**config.mk**
```make
export PLATFORM = sky130hd
export DESIGN_NAME = data_memory_be
export DESIGN_NICKNAME = d
export VERILOG_FILES = /design/src/rtl/data_memory_be.sv
export SDC_FILE = /design/constraint.sdc
export NUM_CORES = 2
export LEC_CHECK = 0
export CAP_MARGIN = 20
export CORE_MARGIN = 2
export CORE_UTILIZATION = 60
export DETAILED_ROUTE_END_ITERATION = 8
export PLACE_DENSITY = 0.82
export SYNTH_ARGS = -nofsm -noshare
export SYNTH_HDL_FRONTEND = slang
export SYNTH_SLANG_ARGS = --single-unit
```
**constraint.sdc**
```tcl
create_clock -name clk -period 7.03 [get_ports clk]
set_input_delay 1.0545 -clock clk [delete_from_list [all_inputs] [get_ports clk]]
set_output_delay 1.0545 -clock clk [all_outputs]
set_load 0.02 [all_outputs]
```
**src/rtl/data_memory_be.sv**
```systemverilog
// Word-addressed memory with per-byte write enables, a clear-on-reset sequencer
// and a one-deep valid/ready response stage (1-cycle latency, full throughput).
module data_memory_be #(
  parameter int DATA_W = 32,
  parameter int DEPTH  = 128,
  parameter int ADDR_W = 32
) (
  input  logic                clk,
  input  logic                rst,
  input  logic                req_valid,
  output logic                req_ready,
  input  logic                req_write,
  input  logic [ADDR_W-1:0]   address,
  input  logic [DATA_W-1:0]   write_data,
  input  logic [DATA_W/8-1:0] byte_en,
  output logic                rsp_valid,
  input  logic                rsp_ready,
  output logic [DATA_W-1:0]   read_data,
  output logic                rsp_err,
  output logic                init_done
);

  // state | meaning
  // INIT  | zeroing word clr_idx each cycle; requests ignored
  // RUN   | no response outstanding; any request is accepted
  // HOLD  | response outstanding; a new request is taken only as it retires

  localparam int BYTES = DATA_W / 8;
  localparam int IDX_W = (DEPTH > 1) ? $clog2(DEPTH) : 1;
  localparam logic [ADDR_W:0]  DEPTH_EXT = (ADDR_W + 1)'(DEPTH);
  localparam logic [IDX_W-1:0] LAST_IDX  = IDX_W'(DEPTH - 1);

  typedef enum logic [1:0] {INIT, RUN, HOLD} state_t;

  state_t            state;
  state_t            state_nxt;
  logic [IDX_W-1:0]  clr_idx;
  logic [DATA_W-1:0] mem [DEPTH];
  logic              accept;
  logic              in_range;
  logic [IDX_W-1:0]  word_idx;

  // Range check on the full address so high bits cannot alias into the array.
  assign in_range  = {1'b0, address} < DEPTH_EXT;
  assign word_idx  = address[IDX_W-1:0];
  assign req_ready = (state == RUN) || ((state == HOLD) && rsp_ready);
  assign accept    = req_valid && req_ready;
  assign rsp_valid = (state == HOLD);
  assign init_done = (state != INIT);

  always_ff @(posedge clk or negedge rst) begin
    if (!rst) begin
      state   <= INIT;
      clr_idx <= '0;
    end else begin
      state <= state_nxt;
      if (state == INIT) clr_idx <= clr_idx + 1'b1;
    end
  end

  always_comb begin
    state_nxt = state;
    case (state)
      INIT:    if (clr_idx == LAST_IDX) state_nxt = RUN;
      RUN:     if (accept) state_nxt = HOLD;
      HOLD:    if (rsp_ready && !accept) state_nxt = RUN;
      default: state_nxt = INIT;
    endcase
  end

  always_ff @(posedge clk) begin
    if (state == INIT) begin
      mem[clr_idx] <= '0;
    end else if (accept && req_write && in_range) begin
      for (int b = 0; b < BYTES; b++) begin
        if (byte_en[b]) mem[word_idx][8*b +: 8] <= write_data[8*b +: 8];
      end
    end
  end

  // Read data is captured before the same-edge write lands, but writes return 0 anyway.
  always_ff @(posedge clk or negedge rst) begin
    if (!rst) begin
      read_data <= '0;
      rsp_err   <= 1'b0;
    end else if (accept) begin
      rsp_err   <= !in_range;
      read_data <= (!req_write && in_range) ? mem[word_idx] : '0;
    end else if ((state == HOLD) && rsp_ready) begin
      read_data <= '0;
      rsp_err   <= 1'b0;
    end
  end

endmodule
```
* Word-level counts from Yosys, hierarchy flattened
Memory sizes are Yosys's and may differ from the RTL's. Cells that the tools add are included.
Storage, ports and cells: RAM bits 4096, register bits 42, memories kept 1, logic and storage cells 58
Memories:
- mem | words 128, bits a word 32, rd ports 1, clocked after memory_dff 0, wr ports 1, line 38 | logic [DATA_W-1:0] mem [DEPTH];
Operators by class: equal/unequal tests 6, magnitude comparators 1, $add $sub $neg 1, reduce and logical (&&, ||, !) cells 15, mux-type cells 30
Operators by type and width (number):
- 32-bit two-way mux | 4
- 32-bit by 8-bit less-than comparator with 1-bit output (second input constant) | 1
- 32-bit OR reduction | 1
- 1-bit two-way mux | 20
- 7-bit by 1-bit adder with 7-bit output (second input constant) | 1
- 7-bit equality test (second input constant) | 1
- 7-bit two-way mux | 1
- 1-bit logical AND | 6
- 2-bit two-way mux | 3
- 2-bit case mux with 3 select lines | 1
- 4-bit two-way mux | 1
- 2-bit by 1-bit != test with 1-bit output (second input constant) | 2
- 2-bit nonzero test | 2
- 1-bit zero test | 3
- 3-bit AND reduction | 1
- 2-bit by 1-bit equality test with 1-bit output (second input constant) | 1
- 2-bit equality test (second input constant) | 1
- 2-bit zero test | 1
- 2-bit != test (second input constant) | 1
- 1-bit logical OR | 1

* Longest topological paths before layout
depth in word-level cells 11, depth in mapped cells 12, depth with buffers taken out 6

* Worst setup path after synthesis
No wires, ideal clock.
kind input to register, start point in address[30], end point mem mem[0][10], data pin, setup time 0.535 ns, path buffers 3, slack 2.165 ns, data required time 6.495 ns, stages on the path 8, arrival 4.330 ns, cells stage by stage nor4_2 -> nand4_2 -> nor4_2 -> and2b_1 -> buf_6 -> buf_4 -> clkbuf_1 -> and2_1
Between the ends: longest elaborated chain between the ends 7, elaborated cells on any way between the ends 16, those cells by class 1 x order compare; 13 x mux; 2 x reduce/logical
Ends and longest elaborated chain:
- from (decl) | line 13 | input logic [ADDR_W-1:0] address,
- 32-bit by 8-bit less-than comparator with 1-bit output * | line 44 | assign in_range = {1'b0, address} < DEPTH_EXT;
- 1-bit logical AND * | line 74 | end else if (accept && req_write && in_range) begin
- 1-bit two-way mux | line 74
- 1-bit two-way mux | line 72 | if (state == INIT) begin
- 1-bit two-way mux (implied by the code) | line 76 | if (byte_en[b]) mem[word_idx][8*b +: 8] <= write_data[8*b +: 8];
- 32-bit OR reduction (no source line) *
- 32-bit two-way mux (no source line) *
- to (decl) | line 38
Mark *: on every way between the ends. The rest lies on a longest branch, timed or not.

* Worst setup path after layout
start point in address[18], end point mem mem[108][14], enable pin
Between the ends: longest elaborated chain between the ends 7, elaborated cells on any way between the ends 17, those cells by class 1 x order compare; 14 x mux; 2 x reduce/logical
Ends and longest elaborated chain (line):
- 32-bit by 8-bit less-than comparator with 1-bit output * | 44
- 1-bit logical AND * | 74
- 1-bit two-way mux | 74
- 1-bit two-way mux | 72
- 1-bit two-way mux (implied by the code) | 76
- 32-bit OR reduction (no source line)
- 7-bit two-way mux (no source line) / 4-bit two-way mux (equally long branches)
Marked as above.

==> results.md <==
* Fin. Hold Viols at 0
* Area growth syn-to-layout at 11.6%
* Grt ovf at 0
* Worst Path Required at 7.65 ns
* Share of cells above drive strength 1 at 22.2%
* DIE WIDTH at 522 um
* Clock transition at path regs at 0.07 ns
* PortBufs at 108
* Slew @ Worst Pin at 1.38 ns
* VDD IR max at 0.000332 V
* Nets@finish at 8,024
* DR iter-0 viols at 15,200
* H-tree levels at 5
* Min-Delay Path Class: in -> async
* Worst setup EP type: flop
* Most frequent cells in the layout: edfxtp_1, mux4_2, nor2_1
* Multi-input gate area at 34,600 um^2
* Total CTS buffers at 398
* Vias per cell at 7.30
* Sinks on the clock net at 4,138
* Setup Skew at 0.0655 ns
* Pin count of the biggest net entering global routing at 129
* Final Critical Period at 5.54 ns
* Setup TNS at 0 ns
* Clock tree buffer depth at 4
* Post-CTS Repair Setup Buffers at 0
* Placed wire-length estimate at 261 mm
* # resized after CTS at 0
* Initial antenna violation count at 27
* Number of synthesized flops with an enable pin at 4,096
* Syn Inst Count at 7,705
* Most common cell after layout, fill and taps aside: edfxtp_1
* Cell Area, Synth at 161,000 um^2
* Worst Path Arrival at 6.16 ns
* Fmax at 180 MHz
* Syn. warnings at 0
* Sequential share of the synthesized area at 77.1%
* Top_reg_cell synth: edfxtp_1
* P_leak at 62.8 nW
* Detailed-route DRC error count at 0
* Post-synth ARST share at 1.01%
* RR Endpoint: mem[108][14]
* Gpl congestion at 0.943
* Worst Setup Slack, final at 1.49 ns
* Register area at 124,000 um^2
* GRT Util Overall at 33.6%
* Die ar. at 272,000 um^2
* Row count at 190
* Number of fill cells at 15,100
* IO Pins at 109
* DP Worst Slack at 0.976 ns
* Clock latency on the worst-skew pair at 1.02 ns
* # setup viols final at 0
* Core Region at 267,000 um^2
* Distinct cells, synth at 68
* #FFs+latches synth at 4,138
* Core Util, Final at 67.1%
* Syn Area/Cell at 20.9 um^2
* Crit Path Class: in -> reg
* RSZ-0062 raised after global routing: no
* Vias at 86,400
* WL final at 457 mm
* Max_cap viols at 0
* RR Startpoint: state[0]
* Period utilization at 78.8%
* Worst Setup SP: address[18]
* CP Launch Type: primary input
* Die height at 522 um
* Crit-path max FO at 17
* R2R cell count at 7
* CTS tree: done
* Setup slack, reg-to-reg at 2.16 ns
* Drt pass-1 iters at 9
* Status: completed
* CTS root buf: clkbuf_16
* Max_slew headroom at 5.33%
* Slew Limit Fails at 0
* Routed len/inst at 38.7 um
* Vias in the first global route at 87,100
* Global-route wire length before repair at 644 mm
* Hold Buf Count CTS at 0
* Post-route ant nets at 0
* Pwr Density at 299 nW/um^2
* Initial Utilization at 60.2%
* Syn_nets at 7,779
-- cell families after synthesis --
group | synth area share [%]
flops | 77.1
mux | 15.3
simple gates | 2.97
compound gates | 2.95
buf+inv | 1.65
xor+xnor | 0.0327
fa+ha+maj | 0.00778
-- critical path: stages --
cell             delay (ns)
clkdlybuf4s50_1        0.40
nor4_1                 0.30
nand3_1                0.67
nor4_4                 0.84
buf_4                  0.36
mux2i_1                1.07
nand2_1                0.53
nor2_1                 0.88
-- report_power, final --
group          total, W  switching [W]  internal, W  leakage, nW
sequential       0.0277       0.000237       0.0275         44.3
clock            0.0217        0.00928       0.0124         6.28
combinational   0.00429        0.00330     0.000986         12.3
total            0.0537         0.0128       0.0409         62.8
-- cell type report --
type | instances | share of cell area (%)
inverters | 6 | 0.0125
multi-input cells | 3075 | 19.3
diodes | 13 | 0.0181
clock inverters | 240 | 1.41
flip-flops and latches | 4138 | 69.1
well taps | 3552 | 2.48
repair buffers | 331 | 1.91
clock buffers | 473 | 5.78
-- flip-flops by register name, indices dropped and copies added, names as in the netlist --
| register | cells |
|---|---|
| state | 2 |
| mem | 4096 |
| clr_idx | 7 |
| read_data | 32 |
| rsp_err | 1 |
-- metal layers --
layer | wire (um) | GRT usage [%] | up-vias | part of all wire [%]
met1 | 141000 | 41.7 | 43500 | 31
met3 | 69000 | 11.4 | 2024 | 15
met5 | 167 | 0 | - | 0.037
met4 | 40100 | 23.4 | 26 | 8.8
li1 | - | - | 32500 | -
met2 | 207000 | 50.2 | 8251 | 45
-- metrics by stage --
step / total power [W] / hold slack [ns] / instance area [um^2] / std cells
after floorplan: 0.0302 / 0.534 / 161000 / 7705
after global placement: 0.0320 / 0.568 / 166000 / 11100
after detailed placement: 0.0322 / 0.579 / 167000 / 11100
after CTS: 0.0533 / 0.232 / 179000 / 11800
after global routing: 0.0544 / 0.287 / 179000 / 11800
final: 0.0537 / 0.301 / 179000 / 11800
-- cells in the mapped netlist (all sizes together) (2+ instances only) --
| cell type | number | area share [%] |
|---|---|---|
| a2111oi | 17 | 0.096 |
| a211oi | 28 | 0.13 |
| a21o | 5 | 0.023 |
| a21oi | 99 | 0.31 |
| a221o | 9 | 0.056 |
| a221oi | 51 | 0.28 |
| a22o | 18 | 0.098 |
| a22oi | 196 | 0.91 |
| a31oi | 49 | 0.24 |
| a32oi | 19 | 0.10 |
| and2 | 39 | 0.15 |
| and3 | 18 | 0.070 |
| and3b | 3 | 0.016 |
| buf | 323 | 1.2 |
| clkbuf | 163 | 0.38 |
| dfrtp | 42 | 0.65 |
| edfxtp | 4096 | 76 |
| inv | 6 | 0.014 |
| mux2 | 41 | 0.29 |
| mux2i | 394 | 2.5 |
| mux4 | 897 | 13 |
| nand2 | 201 | 0.47 |
| nand2b | 7 | 0.027 |
| nand3 | 67 | 0.21 |
| nand3b | 7 | 0.033 |
| nand4 | 52 | 0.21 |
| nand4b | 5 | 0.027 |
| nor2 | 576 | 1.3 |
| nor2b | 33 | 0.13 |
| nor3 | 24 | 0.075 |
| nor3b | 4 | 0.025 |
| nor4 | 11 | 0.068 |
| o21ai | 58 | 0.18 |
| o221a | 4 | 0.028 |
| o221ai | 19 | 0.11 |
| o22a | 13 | 0.071 |
| o22ai | 72 | 0.28 |
| or2 | 3 | 0.012 |
| or3 | 3 | 0.012 |
| or3b | 2 | 0.011 |
| or4 | 18 | 0.084 |
| xnor2 | 3 | 0.016 |
| xor2 | 3 | 0.016 |
-- worst max path at each step --
| stage | endpoint | slack (ns) | cells after the start |
|---|---|---|---|
| 2_1_floorplan | mem[0][10] | 2.16 | 8 |
| 3_3_place_gp | mem[58][28] | 0.79 | 7 |
| 3_5_place_dp | mem[108][14] | 0.98 | 8 |
| 4_1_cts | mem[108][14] | 1.94 | 8 |
| 6_report | mem[108][14] | 1.49 | 8 |
| 5_1_grt | mem[108][14] | 1.69 | 8 |
Note: power is estimated with default switching activity, not from simulation.
